## config.mk

```make
export PLATFORM = sky130hd
export DESIGN_NAME = cv32e40p_core_clk_pm
export DESIGN_NICKNAME = d
export VERILOG_FILES = /design/src/rtl/cv32e40p_pkg.sv /design/src/rtl/cv32e40p_pm_sat_counter.sv /design/src/rtl/cv32e40p_core_clk_pm.sv
export SDC_FILE = /design/constraint.sdc
export NUM_CORES = 1
export LEC_CHECK = 0
export ABC_AREA = 1
export BUFFER_PORTS_ARGS = -buffer_cell sky130_fd_sc_hd__clkbuf_2
export CAP_MARGIN = 10
export CORE_ASPECT_RATIO = 2
export CORE_MARGIN = 1
export CORE_UTILIZATION = 50
export CTS_CLUSTER_SIZE = 28
export DETAILED_ROUTE_END_ITERATION = 12
export HOLD_SLACK_MARGIN = 0.08
export PLACE_DENSITY_LB_ADDON = 0.3
export SLEW_MARGIN = 20
export SYNTH_ARGS = -nofsm -noshare
export SYNTH_HDL_FRONTEND = slang
export SYNTH_SLANG_ARGS = --single-unit
```

## constraint.sdc

```tcl
create_clock -name clk_ungated_i -period 2.3 [get_ports clk_ungated_i]
set_input_delay 0.575 -clock clk_ungated_i [delete_from_list [all_inputs] [get_ports clk_ungated_i]]
set_output_delay 0.575 -clock clk_ungated_i [all_outputs]
set_load 0.01 [all_outputs]
```

## src/rtl/cv32e40p_pkg.sv

```systemverilog
// cv32e40p_pkg: shared types for the core clock power manager
package cv32e40p_pkg;
  typedef enum logic [1:0] {
    PM_ACTIVE = 2'd0,
    PM_ENTRY  = 2'd1,
    PM_GATED  = 2'd2,
    PM_RESUME = 2'd3
  } pm_state_e;
endpackage

```

## src/rtl/cv32e40p_pm_sat_counter.sv

```systemverilog
// cv32e40p_pm_sat_counter: saturating up-counter with priority synchronous clear
module cv32e40p_pm_sat_counter #(
  parameter int WIDTH = 32
) (
  input  logic             clk,
  input  logic             rst_n,
  input  logic             inc_i,
  input  logic             clr_i,
  output logic [WIDTH-1:0] cnt_o
);
  // Clear beats increment; increment stops at all-ones instead of wrapping
  always_ff @(posedge clk or negedge rst_n)
    if (!rst_n) cnt_o <= '0;
    else if (clr_i) cnt_o <= '0;
    else if (inc_i && !(&cnt_o)) cnt_o <= cnt_o + WIDTH'(1);
endmodule

```

## src/rtl/cv32e40p_core_clk_pm.sv

```systemverilog
// cv32e40p_core_clk_pm: SoC-level clock gating of the core around core_sleep_o
module cv32e40p_core_clk_pm
  import cv32e40p_pkg::*;
#(
  parameter int IRQ_W         = 32,
  parameter int DLY_W         = 8,
  parameter int RESUME_CYCLES = 2,
  parameter int CNT_W         = 32
) (
  input  logic             clk_ungated_i,
  input  logic             rst_n,
  input  logic             core_sleep_i,
  input  logic [IRQ_W-1:0] irq_i,
  input  logic [IRQ_W-1:0] irq_wake_mask_i,
  input  logic             debug_req_i,
  input  logic             sleep_en_i,
  input  logic [DLY_W-1:0] entry_delay_i,
  input  logic             clr_cycles_i,
  output logic             core_clk_en_o,
  output logic [1:0]       pm_state_o,
  output logic             wake_event_o,
  output logic [CNT_W-1:0] sleep_cycles_o
);
  localparam int RW = RESUME_CYCLES > 1 ? $clog2(RESUME_CYCLES) : 1;
  pm_state_e        state, state_n;
  logic [DLY_W-1:0] dly_cnt, dly_n;
  logic [RW-1:0]    rsm_cnt, rsm_n;
  logic             wake;
  assign wake       = |(irq_i & irq_wake_mask_i) | debug_req_i;
  assign pm_state_o = state;
  // Next state and counter updates; at most one transition per cycle
  always_comb begin
    state_n = state;
    dly_n   = dly_cnt;
    rsm_n   = rsm_cnt;
    case (state)
      PM_ACTIVE:
        if (sleep_en_i && core_sleep_i && !wake) begin
          state_n = PM_ENTRY;
          dly_n   = entry_delay_i;
        end
      PM_ENTRY:
        if (!core_sleep_i || wake || !sleep_en_i) state_n = PM_ACTIVE;
        else if (dly_cnt == '0) state_n = PM_GATED;
        else dly_n = dly_cnt - DLY_W'(1);
      PM_GATED:
        if (wake || !core_sleep_i || !sleep_en_i) begin
          state_n = PM_RESUME;
          rsm_n   = RW'(RESUME_CYCLES - 1);
        end
      PM_RESUME:
        if (rsm_cnt == '0) state_n = PM_ACTIVE;
        else rsm_n = rsm_cnt - RW'(1);
      default: state_n = PM_ACTIVE;
    endcase
  end
  // Enable and wake pulse are registered from next state so the gate sees a clean flop output
  always_ff @(posedge clk_ungated_i or negedge rst_n)
    if (!rst_n) begin
      state         <= PM_ACTIVE;
      dly_cnt       <= '0;
      rsm_cnt       <= '0;
      core_clk_en_o <= 1'b1;
      wake_event_o  <= 1'b0;
    end else begin
      state         <= state_n;
      dly_cnt       <= dly_n;
      rsm_cnt       <= rsm_n;
      core_clk_en_o <= state_n != PM_GATED;
      wake_event_o  <= state == PM_GATED && state_n == PM_RESUME;
    end
  cv32e40p_pm_sat_counter #(.WIDTH(CNT_W)) u_sleep_cnt (
    .clk   (clk_ungated_i),
    .rst_n (rst_n),
    .inc_i (state == PM_GATED),
    .clr_i (clr_cycles_i),
    .cnt_o (sleep_cycles_o)
  );
endmodule

```

==> flow_summary.toml <==
[final_layout]
fin_area_um2 = 4160
fin_util_pct = 65.3
drive_gt1_share_pct = 19.7
final_nets = 749
syn_to_final_growth_pct = 24.3
num_antenna_cells = 0
fillers = 664

[run_status]
status = "finished clean"

[logic_synthesis]
synthAdderAreaFrac_pct = 0.749
async_flop_share_pct = 100
synth.distinct_cells = 26
syn_inst = 552
yosys-top-cells-area = "dfrtp_1 33%, nand2_1 25%, nor2_1 8.9%"
yosysWarnings = 0
ys.flop_type = "dfrtp_1"
synth_top_family_by_area = "simple AND/OR/NAND/NOR gates"
synth-edff-count = 0
synth_common_cells = "227 x nand2_1, 79 x nor2_1, 64 x inv_1"
synth_simple_gate_area_share_pct = 47.1
synth_top_area_share_pct = 32.9
syn_area_um2 = 3340
synth_area_leader_cell = "dfrtp_1"
synth-compound-area-share_pct = 5.24
yosys-mux-area-fraction_pct = 0.599
syn_nets = 632
postSynthAreaPerCell_um2 = 6.06
synth.most_common_cell = "nand2_1"
yosysSeqAreaShare_pct = 33.7
ys_ff_latch = 45
synth_xor_area_share_pct = 3.41

[cts]
hold_buffers = 0
post_cts_resized = 0
clockBufferDepth = 2
cts_buffers = 5
clk_pin_slew_ps = 60
tritoncts = "done"
cts.htree.levels = 2
cts_setup_buffers = 0
clock-sinks = 45
cts_root_buffer = "clkbuf_16"
clk_latency_ps = 290

[place]
portBuffers = 113
gp_congestion = 0.968
pre_cts_slack_ps = 266
post-dp-hpwl_um = 7790
place_area_um2 = 4000

[power]
vdd_ir_drop_max_mv = 0.318
power_density_nw_per_um2 = 408
p_leak_nw = 2.18

[global_routing]
grt_pass1_wl_um = 16000
antenna_found_initial = 0
overflow = 0
grt_usage_pct = 28.8
grt_max_degree = 35
grt_pass1_vias = 3747

[setup_path]
slowest_delay_ps = 390
path_class = "reg -> reg"
required_ps = 2490
slowest_stage = "dfrtp_1"
critPathArrivalTime_ps = 2170
reg2reg_slack_ps = 310
path_max_fanout = 7
start_kind = "flop"
reg2reg_depth = 9
rr_endpoint = "dly_cnt[0]"
crit_path_frequent_cell = "inv_1"
cp-end-kind = "flop"
r2r_start = "dly_cnt[0]"
crit_chain = "inv_1 -> ha_1 -> nand4_1 -> nor3_1 -> inv_1 -> nand3_1 -> nand2_1 -> nand2_1 -> inv_1"

[floorplan]
core-area_um2 = 6360
io_pins = 114
initial_core_util_pct = 52.6
fp.dieW_um = 59.8
die_h_um = 118
fp.dieArea_um2 = 7040
rows = 41

[worst_hold_path]
hold_path.class = "in -> async"

[routing]
postRouteAntennaNets = 0
drt_iter0_markers = 164
vias_per_cell = 5.09
drt_pass1_iterations = 5
drc = 0
wl_per_cell_um = 12.4
drt-total-wl_um = 9390
via_count = 3849

[timing]
max_freq_mhz = 504
tns_ps = 0
clock_skew_ps = 8.69
rsz0062_at_grt = "no"
finalSetupViolations = 0
worstMarginPinSlew_ps = 570
final.period_utilization_pct = 86.3
slew_violations = 0
hold_violations = 0
period_needed_ps = 1990
setup_slack_ps = 315
relSlewSlack_pct = 62.0

[job]
cap_violations = 0
[sequential cells by signal (all words and copies together) (netlist names)]
name / cells
pm_state_o: 2
dly_cnt: 8
core_clk_en_o: 1
u_sleep_cnt.cnt_o: 32
wake_event_o: 1
rsm_cnt: 1
[stage by stage]
| step | hold WS [ps] | instances | power (mW) |
|---|---|---|---|
| 6_report | 263 | 756 | 1.69 |
| 5_1_grt | 300 | 756 | 1.76 |
| 4_1_cts | 272 | 756 | 1.70 |
| 3_5_place_dp | 475 | 748 | 0.980 |
| 3_3_place_gp | 463 | 748 | 0.977 |
| 2_1_floorplan | 279 | 552 | 0.888 |
[critical path, delay by kind of cell, from the launching register on]
family        cells  cell delay (ps)
buf+inv           3              360
fa+ha+maj         1              290
simple gates      5              830
flops             1              390
[how the worst max path moves through the flow]
stage,from,endpoint,slack [ps],cells after the start
6_report,dly_cnt[0],dly_cnt[0],310,9
5_1_grt,dly_cnt[0],dly_cnt[4],30,9
4_1_cts,u_sleep_cnt.cnt_o[4],u_sleep_cnt.cnt_o[31],340,9
3_5_place_dp,debug_req_i,dly_cnt[7],270,10
3_3_place_gp,debug_req_i,dly_cnt[7],300,10
2_1_floorplan,u_sleep_cnt.cnt_o[0],u_sleep_cnt.cnt_o[28],590,11
[layer usage]
layer / GRT usage [%] / vias up / part of all wire (%)
met2: 49.6 / 126 / 53
met1: 32.9 / 1734 / 39
li1: - / 1959 / -
met5: 0 / - / 0
met3: 3.96 / 30 / 3.6
met4: 14.8 / 0 / 4.3
[final cells by class]
class / count / area (µm²) / share of cell area (%)
Multi-Input combinational cell: 434 / 1910 / 45.9
Sequential cell: 45 / 1130 / 27.1
Timing Repair Buffer: 117 / 608 / 14.6
Inverter: 66 / 250 / 6.02
Clock buffer: 6 / 139 / 3.34
Tap cell: 86 / 108 / 2.59
Clock inverter: 2 / 13.8 / 0.331
[cells by family (layout without fill, tap and decap cells)]
kind of cell	after synthesis	in the layout
mux	2	2
fa+ha+maj	2	2
compound gates	33	33
xor+xnor	13	13
buf+inv	73	191
simple gates	384	384
flops	45	45
[cells in the final DEF, fill, tap and decap left out, types with 2 or more instances in the layout]
| cell type | synthesis | layout |
|---|---|---|
| nand2_1 | 227 | 227 |
| clkbuf_2 | 0 | 113 |
| nor2_1 | 79 | 79 |
| inv_1 | 64 | 64 |
| dfrtp_1 | 44 | 44 |
| nand3_1 | 42 | 42 |
| o21ai_0 | 28 | 28 |
| nor3_1 | 17 | 17 |
| nand4_1 | 14 | 14 |
| xor2_1 | 8 | 8 |
| xnor2_1 | 5 | 5 |
| clkbuf_16 | 0 | 5 |
| buf_4 | 0 | 3 |
| a21boi_0 | 2 | 2 |
| mux2i_1 | 2 | 2 |
| ha_1 | 2 | 2 |
[where the power goes]
part	leakage (nW)	switching [mW]	internal, mW
logic	1.50	0.0961	0.0775
clock network	0.0768	0.297	0.432
registers	0.599	0.000114	0.792
Power figures use the tool's default switching activity.
